`config.mk`:
```
export PLATFORM = sky130hd
export DESIGN_NAME = capture_snaplen
export DESIGN_NICKNAME = d
export VERILOG_FILES = /design/src/rtl/capture_snaplen_pkg.sv /design/src/rtl/capture_snaplen_strb_mask_gen.sv /design/src/rtl/capture_snaplen.sv
export SDC_FILE = /design/constraint.sdc
export NUM_CORES = 1
export LEC_CHECK = 0
export BUFFER_PORTS_ARGS = -buffer_cell sky130_fd_sc_hd__buf_2
export CAP_MARGIN = 0
export CORE_AREA = 2 2 355 357
export CTS_CLUSTER_SIZE = 14
export DETAILED_ROUTE_END_ITERATION = 6
export DIE_AREA = 0 0 357 359
export GPL_TIMING_DRIVEN = 1
export PLACE_DENSITY = 0.42
export SLEW_MARGIN = 20
export SYNTH_ARGS = -nofsm -noshare
export SYNTH_HDL_FRONTEND = slang
export SYNTH_SLANG_ARGS = --single-unit
```
`constraint.sdc`:
```
create_clock -name axi_aclk -period 8.14 [get_ports axi_aclk]
set_input_delay 1.628 -clock axi_aclk [delete_from_list [all_inputs] [get_ports axi_aclk]]
set_output_delay 1.628 -clock axi_aclk [all_outputs]
set_load 0.01 [all_outputs]
```
`src/rtl/capture_snaplen_pkg.sv`:
```
`default_nettype none
// ---------------------------------------------------------------------------
// capture_snaplen_pkg : shared capture constants, FSM encodings, helpers
// rev 1.0
// ---------------------------------------------------------------------------
package capture_snaplen_pkg;

  localparam int unsigned c_len_lsb     = 0;
  localparam int unsigned c_len_msb     = 15;
  localparam int unsigned c_beat_bytes  = 32;
  localparam int unsigned c_cnt_width   = 16;
  localparam int unsigned c_state_width = 2;

  typedef logic [c_state_width-1:0] state_t;

  localparam state_t c_st_first = 2'd0;
  localparam state_t c_st_pass  = 2'd1;
  localparam state_t c_st_drop  = 2'd2;

  // Advance the packet byte counter by one beat, sticking at all-ones.
  function automatic logic [c_cnt_width-1:0] cnt_add_beat(input logic [c_cnt_width-1:0] cnt);
    logic [c_cnt_width:0] sum;
    sum = {1'b0, cnt} + (c_cnt_width+1)'(c_beat_bytes);
    return sum[c_cnt_width] ? '1 : sum[c_cnt_width-1:0];
  endfunction

endpackage
`default_nettype wire

```
`src/rtl/capture_snaplen_strb_mask_gen.sv`:
```
`default_nettype none
// ---------------------------------------------------------------------------
// strb_mask_gen : byte count -> low-bytes strobe mask (saturates at full width)
// rev 1.0
// ---------------------------------------------------------------------------
module strb_mask_gen #(
  parameter int STRB_WIDTH = 32,
  parameter int CNT_WIDTH  = 17
) (
  input  logic [CNT_WIDTH-1:0]  byte_cnt,
  output logic [STRB_WIDTH-1:0] mask
);

  for (genvar i = 0; i < STRB_WIDTH; i++) begin : g_mask_bit
    assign mask[i] = (32'(byte_cnt) > i);
  end

endmodule
`default_nettype wire

```
`src/rtl/capture_snaplen.sv`:
```
`default_nettype none
// ---------------------------------------------------------------------------
// capture_snaplen : truncates captured packets to snaplen bytes, one-beat register
// rev 1.0
// ---------------------------------------------------------------------------
module capture_snaplen
  import capture_snaplen_pkg::*;
#(
  parameter int C_M_AXIS_DATA_WIDTH  = 256,
  parameter int C_S_AXIS_DATA_WIDTH  = 256,
  parameter int C_M_AXIS_TUSER_WIDTH = 128,
  parameter int C_S_AXIS_TUSER_WIDTH = 128
) (
  input  logic                              axi_aclk,
  input  logic                              axi_aresetn,
  input  logic [15:0]                       snaplen,
  input  logic [C_S_AXIS_DATA_WIDTH-1:0]    s_axis_tdata,
  input  logic [C_S_AXIS_DATA_WIDTH/8-1:0]  s_axis_tstrb,
  input  logic [C_S_AXIS_TUSER_WIDTH-1:0]   s_axis_tuser,
  input  logic                              s_axis_tvalid,
  input  logic                              s_axis_tlast,
  output logic                              s_axis_tready,
  output logic [C_M_AXIS_DATA_WIDTH-1:0]    m_axis_tdata,
  output logic [C_M_AXIS_DATA_WIDTH/8-1:0]  m_axis_tstrb,
  output logic [C_M_AXIS_TUSER_WIDTH-1:0]   m_axis_tuser,
  output logic                              m_axis_tvalid,
  output logic                              m_axis_tlast,
  input  logic                              m_axis_tready,
  output logic [31:0]                       trunc_count,
  output logic [31:0]                       pkt_count
);

  localparam int c_strb_width = C_M_AXIS_DATA_WIDTH / 8;

  state_t                            r_state;
  state_t                            w_state_nxt;
  logic [c_cnt_width-1:0]            r_byte_cnt;
  logic [15:0]                       r_snaplen;
  logic [C_M_AXIS_DATA_WIDTH-1:0]    r_m_tdata;
  logic [c_strb_width-1:0]           r_m_tstrb;
  logic [C_M_AXIS_TUSER_WIDTH-1:0]   r_m_tuser;
  logic                              r_m_tvalid;
  logic                              r_m_tlast;
  logic [31:0]                       r_trunc_count;
  logic [31:0]                       r_pkt_count;

  logic                              w_accept;
  logic                              w_out_load;
  logic                              w_first;
  logic [15:0]                       w_snap;
  logic [c_cnt_width-1:0]            w_cnt;
  logic [c_cnt_width:0]              w_cnt_plus;
  logic [c_cnt_width:0]              w_remain;
  logic                              w_cut;
  logic [c_strb_width-1:0]           w_cut_mask;
  logic [C_M_AXIS_TUSER_WIDTH-1:0]   w_user;

  // Counter and snaplen are taken live on the first beat so the latch is transparent there.
  assign w_first    = (r_state == c_st_first);
  assign w_snap     = w_first ? snaplen : r_snaplen;
  assign w_cnt      = w_first ? '0 : r_byte_cnt;
  assign w_cnt_plus = {1'b0, w_cnt} + (c_cnt_width+1)'(c_beat_bytes);
  assign w_cut      = (w_snap != 16'd0) && (w_cnt_plus >= {1'b0, w_snap});
  assign w_remain   = {1'b0, w_snap} - {1'b0, w_cnt};

  strb_mask_gen #(
    .STRB_WIDTH (c_strb_width),
    .CNT_WIDTH  (c_cnt_width + 1)
  ) u_strb_mask (
    .byte_cnt (w_remain),
    .mask     (w_cut_mask)
  );

  always_comb begin
    w_user = s_axis_tuser;
    if (w_first && (w_snap != 16'd0) && (s_axis_tuser[c_len_msb:c_len_lsb] > w_snap))
      w_user[c_len_msb:c_len_lsb] = w_snap;
  end

  always_ff @(posedge axi_aclk or negedge axi_aresetn) begin
    if (!axi_aresetn) r_state <= c_st_first;
    else              r_state <= w_state_nxt;
  end

  always_comb begin
    w_state_nxt = r_state;
    if (w_accept) begin
      case (r_state)
        c_st_first, c_st_pass: begin
          if (s_axis_tlast)  w_state_nxt = c_st_first;
          else if (w_cut)    w_state_nxt = c_st_drop;
          else               w_state_nxt = c_st_pass;
        end
        c_st_drop: if (s_axis_tlast) w_state_nxt = c_st_first;
        default:   w_state_nxt = c_st_first;
      endcase
    end
  end

  always_comb begin
    s_axis_tready = 1'b0;
    if (axi_aresetn) begin
      case (r_state)
        c_st_drop: s_axis_tready = 1'b1;
        default:   s_axis_tready = !r_m_tvalid || m_axis_tready;
      endcase
    end
    w_accept   = s_axis_tvalid && s_axis_tready;
    w_out_load = w_accept && (r_state != c_st_drop);
  end

  always_ff @(posedge axi_aclk or negedge axi_aresetn) begin
    if (!axi_aresetn) begin
      r_byte_cnt    <= '0;
      r_snaplen     <= '0;
      r_m_tdata     <= '0;
      r_m_tstrb     <= '0;
      r_m_tuser     <= '0;
      r_m_tvalid    <= 1'b0;
      r_m_tlast     <= 1'b0;
      r_trunc_count <= '0;
      r_pkt_count   <= '0;
    end else begin
      if (w_accept) begin
        r_byte_cnt <= cnt_add_beat(w_cnt);
        if (w_first) r_snaplen <= snaplen;
      end
      if (w_out_load) begin
        r_m_tdata  <= s_axis_tdata;
        r_m_tstrb  <= w_cut ? (s_axis_tstrb & w_cut_mask) : s_axis_tstrb;
        r_m_tuser  <= w_user;
        r_m_tlast  <= s_axis_tlast || w_cut;
        r_m_tvalid <= 1'b1;
        if (w_cut && !s_axis_tlast) r_trunc_count <= r_trunc_count + 32'd1;
      end else if (m_axis_tready) begin
        r_m_tvalid <= 1'b0;
      end
      if (r_m_tvalid && m_axis_tready && r_m_tlast) r_pkt_count <= r_pkt_count + 32'd1;
    end
  end

  assign m_axis_tdata  = r_m_tdata;
  assign m_axis_tstrb  = r_m_tstrb;
  assign m_axis_tuser  = r_m_tuser;
  assign m_axis_tvalid = r_m_tvalid;
  assign m_axis_tlast  = r_m_tlast;
  assign trunc_count   = r_trunc_count;
  assign pkt_count     = r_pkt_count;

endmodule
`default_nettype wire

```
==> run metrics <==
drt first pass iters=5; worst-case clock buffer depth=3; skew final=~0.035 ns; HP Class=flip-flop to flip-flop; Worst R2R End=trunc_count[5]$_DFFE_PN0P_; clk_lat worst skew=about 0.63 ns; root buffer cell=clkbuf_16; Ports=920; Die Ht=359 um; ranking of synthesized cells by area=dfrtp_1, nand2_1, ha_1; r2r setup slk=roughly 2.5 ns; top cells by count, synth=nand2_1, dfrtp_1, clkbuf_1, nor2_1, nand3_1; Post-DP HPWL=83,100 um; met2 wire length=around 49,000 um; first-pass GRT wire length=around 150,000 um; Post-CTS Hold Buffers=0; worst-path fanout max=33; CP required=approximately 8.7 ns; Leakage Power=0.0172 uW; Final ANT Viol Nets=0; Layout area overhead=38.5%; Hold Startpoint=m_axis_tdata[183]$_DFFE_PN0P_; setup TNS=0 ns; critical path arrival=6.15 ns; drt drc=0; initial antenna violation count=30; Worst slew margin=0.270; vias after detailed routing=21,200; number of enable flip-flop cells after synthesis=0; final setup fails=0; Post-Syn Area=22,800 um^2; Seq/Total Area, Yosys=0.565; Hold Crit Depth=2; minimum clock period=5.64 ns; CTS resizes=0; status=finished, final reports clean; number of vias per cell=4.10; ys flop type=dfrtp_1; critical-path cell list=or2_1 > buf_4 > nand2_1 > inv_1 > ha_1 > and4_1 > and4_1 > nand3_1 > xor2_1 > nor2_1 > ha_1 > and3_1 > nand3_1 > a211o_1 > or4_1 > a41oi_2 > nand2_2 > or4b_4 > xnor2_2; fin crit share=0.693; CP startpoint kind=flip-flop; CTS buffer count=69; Setup Buffers After CTS=0; Rows=130; Peak Freq=177 MHz; CORE AREA=125,000 um^2; mean routed wirelength per cell=20.7 um; nets@finish=3,935; Initial Util=0.183; Min Hold Slack=0.465 ns; Avg Cell Area, Syn=between 8 and 9 um^2; Synth Warn #=0; WL final=107,000 um; Sink Count=516; worst r2r src=r_state[1]$_DFFE_PN0P_; R2R depth=19; vias in the first global route=21,000; GRT Util Overall=0.161; die area=128,000 um^2; Max VDD drop=181 uV; DIE WIDTH=roughly 360 um; largest net degree at the start of global routing=162; cell taking the most area after synthesis=dfrtp_1; met3 routed wirelength=between 9000 and 10,000 um; crit path kind=flip-flop to flip-flop; IO Port Bufs=between 900 and 1,000; synthesized instance count=2,558; CP peak stage delay=0.73 ns; Clk pin slew, worst setup/hold paths=around 0.06 ns; Slowest-stage cell, CP=a41oi_2; routability cong.=0.861; Yosys top cell area share=0.565; met1 WL=around 46,000 um; Power per Cell Area=374 nW/um^2; max_cap viols=0; uppermost layer routed=met5; synth unique cells=77; CTS tree=done; most instantiated library cell after synthesis=nand2_1; GR Overflow Total=0; fin. max-slew vios=0; Iter 0 DRT Violations=1,327; net count after synthesis=3,043; share of layout cells above drive strength 1=0.315; post-synthesis register bit count=516; worst slew pin tran=1.09 ns; Hold EP=m_axis_tdata[183]$_DFFE_PN0P_; Fillers=13,800; Final Hold Vio Count=0; FFs w/ async S/R, synth=1.00; RSZ-0062 raised after global routing=false; H-tree depth=3; CP Capture Type=flip-flop
-- sequential cells by signal, summed over array words and instances (netlist names) --
signal,cells
r_snaplen,16
r_state,2
m_axis_tlast,1
r_byte_cnt,16
trunc_count,32
m_axis_tstrb,32
pkt_count,32
m_axis_tuser,128
m_axis_tdata,256
m_axis_tvalid,1
-- per-layer routing --
metal	global-route usage	vias up
li1	-	10000
met1	0.204	10200
met2	0.264	776
met3	0.0519	148
met4	0.0388	12
met5	0	-
-- critical path, delay by kind of cell (launching register included) --
kind	cells	cell delay (ns)
DFF	1	0.54
buffers and inverters	2	0.43
AOI/OAI and AO/OA	2	0.98
adders and majority gates	2	0.46
and+or+nand+nor	11	2.81
xor gates and xnor gates	2	0.29
-- placed cells by master (no fill, tap or decap), types with 4 or more instances in the layout --
cell type	n
nand3_1	53
mux2i_1	35
xor2_1	36
clkbuf_1	13
nand2_1	1268
o21ai_0	45
o31ai_1	6
buf_2	918
inv_1	37
and4_1	6
o211ai_1	20
diode_2	12
clkbuf_8	18
o31a_1	4
clkinv_2	13
clkbuf_16	71
mux2_2	16
a21o_1	12
dfrtp_1	516
and2_1	8
a21oi_1	44
ha_1	47
nor2_1	54
o21a_1	6
buf_4	20
nor3_1	16
nor2b_1	8
nand4_1	22
nor4_1	12
nand2b_1	8
buf_12	4
a31oi_1	20
xnor2_1	49
and3_1	21
-- report_power, final --
group / leakage, uW / internal [uW] / switching (uW) / total (uW)
registers: 0.00647 / 3460 / 590 / 4050
clock network: 0.00114 / 1810 / 1260 / 3080
logic: 0.00955 / 1620 / 3090 / 4710
-- kinds of logic (layout without fill, tap and decap cells) --
group | after synthesis | after routing | share of synthesized area
mux | 51 | 51 | 0.0232
other cells | 0 | 12 | 0
fa+ha+maj | 51 | 51 | 0.0279
xor+xnor | 87 | 87 | 0.0337
compound gates | 189 | 189 | 0.0553
buf+inv | 159 | 1106 | 0.0273
flops | 516 | 516 | 0.565
simple gates | 1505 | 1505 | 0.268
-- worst max-delay path by stage --
stage,start,endpoint,slack (ns),cells after the start
finish,r_state[1]$_DFFE_PN0P_,trunc_count[5]$_DFFE_PN0P_,2.50,19
global route,r_state[1]$_DFFE_PN0P_,trunc_count[5]$_DFFE_PN0P_,2.09,19
CTS,r_state[1]$_DFFE_PN0P_,trunc_count[5]$_DFFE_PN0P_,2.48,19
detailed placement,r_state[1]$_DFFE_PN0P_,trunc_count[5]$_DFFE_PN0P_,2.52,19
global placement,r_state[1]$_DFFE_PN0P_,trunc_count[5]$_DFFE_PN0P_,2.51,19
floorplan,r_state[0]$_DFFE_PN0P_,trunc_count[5]$_DFFE_PN0P_,3.15,21
-- cell type report --
cell class	instances	area, um^2	area share
multi-input combinational	1883	9340	0.295
clock buffer	102	2070	0.0655
clock inverter	24	235	0.00743
inverter	37	139	0.00439
timing repair buffer	943	4840	0.153
antenna	12	30.0	0.000949
tap	1650	2060	0.0653
sequential	516	12900	0.408
-- stage by stage --
step	setup slack, ns	instances	utilization	instance area [um^2]	power (uW)
floorplan	3.15	2558	-	22800	6510
global placement	2.51	5029	0.235	29300	8860
detailed placement	2.52	5029	0.235	29300	8860
CTS	2.48	5155	0.254	31600	12000
global route	2.09	5158	0.254	31600	12700
finish	2.50	5167	0.254	31600	11800
No activity file was read; power rests on OpenSTA's default activity.
